`config.mk`:
```
export PLATFORM = sky130hd
export DESIGN_NAME = ram_sp_param
export DESIGN_NICKNAME = d
export VERILOG_FILES = /design/src/rtl/ram_sp_param.sv
export SDC_FILE = /design/constraint.sdc
export NUM_CORES = 1
export LEC_CHECK = 0
export ABC_AREA = 1
export BUFFER_PORTS_ARGS = -buffer_cell sky130_fd_sc_hd__buf_2
export CAP_MARGIN = 20
export CORE_ASPECT_RATIO = 1.75
export CORE_UTILIZATION = 25
export DETAILED_ROUTE_END_ITERATION = 12
export PLACE_DENSITY = 0.39
export SLEW_MARGIN = 20
export SYNTH_ARGS = -nofsm -noshare
export SYNTH_HDL_FRONTEND = slang
export SYNTH_SLANG_ARGS = --single-unit
```
`constraint.sdc`:
```
create_clock -name clk -period 4.2 [get_ports clk]
set_input_delay 0.21 -clock clk [delete_from_list [all_inputs] [get_ports clk]]
set_output_delay 0.21 -clock clk [all_outputs]
set_load 0.03 [all_outputs]
```
`src/rtl/ram_sp_param.sv`:
```
// Single-port RAM with byte enables, read-first/write-first mode, optional output register and clear engine.
// Read latency 1 (OUT_REG=0) or 2 cycles; ready=0 while the clear engine runs, when accesses are ignored.
module ram_sp_param #(
  parameter int                 DATA_W    = 8,
  parameter int                 ADDR_W    = 4,
  parameter int                 READ_MODE = 0,
  parameter int                 OUT_REG   = 0,
  parameter logic [DATA_W-1:0]  CLEAR_VAL = '0
) (
  input  logic                  clk,
  input  logic                  rst_n,
  input  logic                  cs,
  input  logic                  we,
  input  logic [DATA_W/8-1:0]   be,
  input  logic [ADDR_W-1:0]     addr,
  input  logic [DATA_W-1:0]     data_in,
  input  logic                  clear_req,
  output logic [DATA_W-1:0]     data_out,
  output logic                  rd_valid,
  output logic                  ready,
  output logic                  busy
);

  localparam int DEPTH = 1 << ADDR_W;
  localparam int NB    = DATA_W / 8;

  typedef enum logic {ST_CLEAR, ST_IDLE} state_t;

  state_t              state_q, state_d;
  logic [ADDR_W-1:0]   clr_addr_q, clr_addr_d;
  logic [DATA_W-1:0]   mem [DEPTH];

  logic                accept;
  logic [DATA_W-1:0]   old_word;
  logic [DATA_W-1:0]   merged_word;
  logic [DATA_W-1:0]   rd_word;

  logic                mem_we;
  logic [ADDR_W-1:0]   mem_waddr;
  logic [DATA_W-1:0]   mem_wdat;

  logic                s1_vld_q, s1_vld_d;
  logic [DATA_W-1:0]   s1_dat_q, s1_dat_d;

  // clear_req wins over a same-cycle access, which is dropped.
  assign accept   = (state_q == ST_IDLE) && cs && !clear_req;
  assign old_word = mem[addr];
  assign rd_word  = (READ_MODE != 0) ? merged_word : old_word;
  assign ready    = (state_q == ST_IDLE);
  assign busy     = (state_q == ST_CLEAR);

  always_comb begin
    merged_word = old_word;
    for (int i = 0; i < NB; i++) begin
      if (be[i]) merged_word[8*i +: 8] = data_in[8*i +: 8];
    end
  end

  always_comb begin
    mem_we    = 1'b0;
    mem_waddr = addr;
    mem_wdat  = merged_word;
    if (state_q == ST_CLEAR) begin
      mem_we    = 1'b1;
      mem_waddr = clr_addr_q;
      mem_wdat  = CLEAR_VAL;
    end else if (accept && we) begin
      mem_we    = 1'b1;
    end
  end

  always_comb begin
    state_d    = state_q;
    clr_addr_d = clr_addr_q;
    case (state_q)
      ST_CLEAR: begin
        clr_addr_d = clr_addr_q + ADDR_W'(1);
        if (clr_addr_q == ADDR_W'(DEPTH - 1)) state_d = ST_IDLE;
      end
      ST_IDLE: begin
        if (clear_req) begin
          state_d    = ST_CLEAR;
          clr_addr_d = '0;
        end
      end
      default: state_d = ST_CLEAR;
    endcase
  end

  always_comb begin
    s1_vld_d = accept;
    s1_dat_d = accept ? rd_word : s1_dat_q;
  end

  // The array has no reset; the clear engine initialises it after reset release.
  always_ff @(posedge clk) begin
    if (rst_n && mem_we) mem[mem_waddr] <= mem_wdat;
  end

  always_ff @(posedge clk) begin
    if (!rst_n) begin
      state_q    <= ST_CLEAR;
      clr_addr_q <= '0;
      s1_vld_q   <= 1'b0;
      s1_dat_q   <= '0;
    end else begin
      state_q    <= state_d;
      clr_addr_q <= clr_addr_d;
      s1_vld_q   <= s1_vld_d;
      s1_dat_q   <= s1_dat_d;
    end
  end

  generate
    if (OUT_REG != 0) begin : g_oreg
      logic              s2_vld_q, s2_vld_d;
      logic [DATA_W-1:0] s2_dat_q, s2_dat_d;

      // Data already in stage 1 drains normally even if a clear starts.
      always_comb begin
        s2_vld_d = s1_vld_q;
        s2_dat_d = s1_vld_q ? s1_dat_q : s2_dat_q;
      end

      always_ff @(posedge clk) begin
        if (!rst_n) begin
          s2_vld_q <= 1'b0;
          s2_dat_q <= '0;
        end else begin
          s2_vld_q <= s2_vld_d;
          s2_dat_q <= s2_dat_d;
        end
      end

      assign data_out = s2_dat_q;
      assign rd_valid = s2_vld_q;
    end else begin : g_noreg
      assign data_out = s1_dat_q;
      assign rd_valid = s1_vld_q;
    end
  endgenerate

endmodule

```
# Word level (Yosys, flattened, before mapping)
# Memories as Yosys holds them, arrays and structs flattened.
# Cells that the tools add are included.
# op_classes
n_addsub	1
mul	0
n_div	0
n_lt_le_gt_ge	0
n_eq_ne	2
shifts	0
mux	12
bitwise_logic	1
n_reduce_logical	5
# op_table
cell	count
$mux W8	2
$mux W4	2
$pmux W4 S2	1
$mux W1	6
$add A4 B1 Y4 const B	1
$eq A4 B4 Y1 const B	1
$logic_and A1 B1 Y1	4
$ne A2 B2 Y1 const B	1
$pmux W1 S2	1
$logic_not A1 Y1	1
$not A1 Y1	1
# totals
regBits	14
latchBits	0
mem_bits_rw	128
romBits	0
in_bits	18
out_inout_bits	11
memories	1
# memory_table
name	words	word_bits	rd	rd_ports_with_merged_regs	write_ports	line_no	source
mem	16	8	1	0	1	31	logic [DATA_W-1:0] mem [DEPTH];

# Logic depth before layout (Yosys ltp)
# logic_depth
depth_word	8
mapped_depth	11
depth_no_buf	9

# Worst setup path after synthesis
# Ideal clock, no wire load.
# synth_timing
path_kind	reg-to-reg
from	register state_q (netlist: ready)
to	memory mem[12][0] (enable)
setup_ns	0.370
arrival_time_ns	1.591
t_required_ns	3.830
setup_slack_ns	2.239
path_stages_with_launch	7
path_cell_list	dfxtp_1 nand2_2 nor2_4 nand2_2 a21oi_4 nand3_2 nor2_1
# synth_via
elab_chain_len	8
elab_cells_between_ends	9
classes_between	mux (5); reduce/logical (4)
# synth_lines
element	line_no	source
start: declaration	29	state_t state_q, state_d;
start signal: assignment	107	state_q <= state_d;
$logic_and A1 B1 Y1 (2 in series)	46	assign accept = (state_q == ST_IDLE) && cs && !clear_req;
$logic_and A1 B1 Y1	67	end else if (accept && we) begin
$mux W1	67	
$mux W1	63	if (state_q == ST_CLEAR) begin
$logic_and A1 B1 Y1	97	if (rst_n && mem_we) mem[mem_waddr] <= mem_wdat;
$mux W1	97	
$mux W1 (not written as such)	97	
end: declaration	31	
# Parallel ways exist; a longest one is shown, timed or not.

# Worst setup path after layout
# layout_timing
from	register state_q (netlist: ready)
to	memory mem[2][7] (enable)
# Same word-level chain as after synthesis.

==> flow_summary.json <==
{
  "routedWlPerCell_um": 18.1,
  "synth_top_area_cell": "edfxtp_1",
  "synth_compound_area_share_pct": 1.30,
  "synth_seq_cells": 142,
  "cts_buffer_depth": 2,
  "synthAdderAreaFrac_pct": 0.197,
  "setup_viol": 0,
  "drc": 0,
  "vias_per_cell": 4.39,
  "root_buffer": "clkbuf_16",
  "hold_buffers": 0,
  "synth-xor-area-share_pct": 0,
  "synthCells": 656,
  "syn_avg_cell_area_um2": 9.67,
  "grt_pass1_vias": 4568,
  "slew_violations": 0,
  "cts_tree": "yes",
  "die_h_um": 213,
  "antenna_found_initial": 0,
  "timing.final.crit_share_pct": 65.9,
  "rsz0062_at_grt": "false",
  "ios": 29,
  "insertion_delay_ps": 440,
  "synth-simple-area-share_pct": 24.9,
  "clock_sinks": 142,
  "crit_path_start_kind": "flip-flop",
  "num_vias": 4400,
  "synth_top_family_by_area": "simple AND/OR/NAND/NOR gates",
  "synth.area.top_cells": "edfxtp_1, nand2_1, nand3_1, inv_1, dfxtp_1",
  "relSlewSlack_pct": 42.5,
  "hold_violations": 0,
  "rows": 76,
  "p_per_area_mw_per_mm2": 447,
  "syn_to_final_growth_pct": 15.5,
  "rrSetupSlack_ps": 1430,
  "antenna_left": 0,
  "die-area_mm2": 0.0260,
  "overflow": 0,
  "cts_made_buffers": 17,
  "hpwl_mm": 12.5,
  "hold_path_class": "in -> reg",
  "core-area_mm2": 0.0247,
  "post-cts-setup-buffer-count": 0,
  "worstPathArrival_ps": 2830,
  "grt_pass1_wl_mm": 27.7,
  "worst-endpoint-required_ps": 4260,
  "finalNetCount": 698,
  "synth_edf_count": 128,
  "synth_top_area_share_pct": 60.6,
  "synth.area.mux_share_pct": 0,
  "syn_nets": 675,
  "wl_mm": 18.2,
  "power_leakage_nw": 3.14,
  "grt_max_degree": 65,
  "dpl-instance-area_mm2": 0.00673,
  "gp_congestion": 0.856,
  "crit_type": "reg -> reg",
  "cts_resized": 0,
  "numPortBuffers": 28,
  "end_kind": "flip-flop",
  "syn_area_mm2": 0.00634,
  "vdd_drop_max_v": 0.000274,
  "yosys_warnings": 0,
  "status": "completed",
  "max_freq_mhz": 361,
  "start_util_pct": 25.7,
  "async_flop_share_pct": 0,
  "seq_area_frac_synth_pct": 65.0,
  "max_cap_violations": 0,
  "htree_levels": 4,
  "drtPass1Iterations": 5,
  "fin_tns_setup_ps": 0,
  "drt_iter0_drc": 327,
  "synth_cell_types": 25,
  "fin_crit_ps": 2770,
  "diodes": 0,
  "worstPathMaxFanout": 17,
  "clock_skew_ps": 7.88,
  "die_w_um": 122,
  "clk_pin_slew_worst_paths_ps": 60,
  "drive_gt1_share_pct": 10.7,
  "tightest_slew_ps": 862,
  "synthFlopType": "edfxtp_1",
  "track_usage_pct": 15.1,
  "final_area_mm2": 0.00733,
  "fill_cells": 2596
}
[Yosys cell counts, types with 2 or more instances]
library cell / n
clkbuf_1: 6
nand2_1: 216
a21oi_1: 7
edfxtp_1: 128
nand2_2: 2
buf_6: 7
inv_2: 2
nor2_1: 53
buf_2: 14
dfxtp_1: 14
nand3_2: 4
inv_1: 93
nand3_1: 97
buf_4: 2
[per-stage QoR]
stage | utilization [%] | total power, mW | instances | setup slack [ps] | hold WS [ps]
after global routing | 29.6 | 3.37 | 1003 | 1170 | 18.9
after global placement | 27.2 | 1.75 | 972 | 1380 | 479
after CTS | 29.6 | 3.31 | 1003 | 1340 | 2.80
after detailed placement | 27.2 | 1.75 | 972 | 1350 | 476
after floorplan | - | 1.69 | 656 | 2240 | 289
final | 29.6 | 3.28 | 1003 | 1430 | 21.3
[logic make-up after synthesis]
| group | after synthesis |
|---|---|
| flops | 142 |
| compound gates | 12 |
| fa+ha+maj | 1 |
| simple gates | 376 |
| buf+inv | 125 |
[metal layers]
layer | global-route usage [%] | vias up | routed length, µm
li1 | - | 2156 | -
met1 | 16.7 | 2099 | 7340
met2 | 26.3 | 121 | 9430
met3 | 3.77 | 24 | 710
met4 | 7.82 | 0 | 671
met5 | 0 | - | 0
[power by group]
group | internal [mW] | leakage, nW | switching [mW]
sequential | 1.54 | 1.31 | 0.00632
clock | 0.977 | 0.291 | 0.584
combinational | 0.0467 | 1.53 | 0.127
[path summary, 6_finish.rpt]
check,startpoint,end,cells past startpoint
max,ready,mem[2][7],6
min,clear_req,rd_valid,2
max reg2reg,ready,mem[2][7],6
min reg2reg,clr_addr_q[2],ready,2
[layout make-up]
type	instances	area, µm²	area share (%)
timing repair buffer	34	185	2.53
clock inverter	14	175	2.39
inverter	95	357	4.87
sequential	142	4120	56.3
multi-input combinational	389	1670	22.8
tap	312	390	5.33
clock buffer	17	425	5.80
[sequential cells by signal (all words and copies together), names as in the netlist]
name        cells
ready           1
clr_addr_q      4
rd_valid        1
mem           128
data_out        8
[worst max-delay path, cell delays in order, from the launching register on]
cell and delay (ps):
dfxtp_1 670, nand2_2 140, nor2_4 390, nand2_2 120, a21oi_4 250, nand3_2 150, nor2_1 660
[layout by cell type, fill, tap and decap left out, types with 3 or more instances in the layout]
cell	count
a21oi_1	7
clkbuf_16	17
buf_4	6
nand3_1	97
inv_1	93
nand2_1	216
bufinv_16	4
clkinv_2	4
nor2_1	53
clkinv_1	3
edfxtp_1	128
dfxtp_1	14
nand3_2	4
buf_2	28
(Power assumes the default switching activity.)
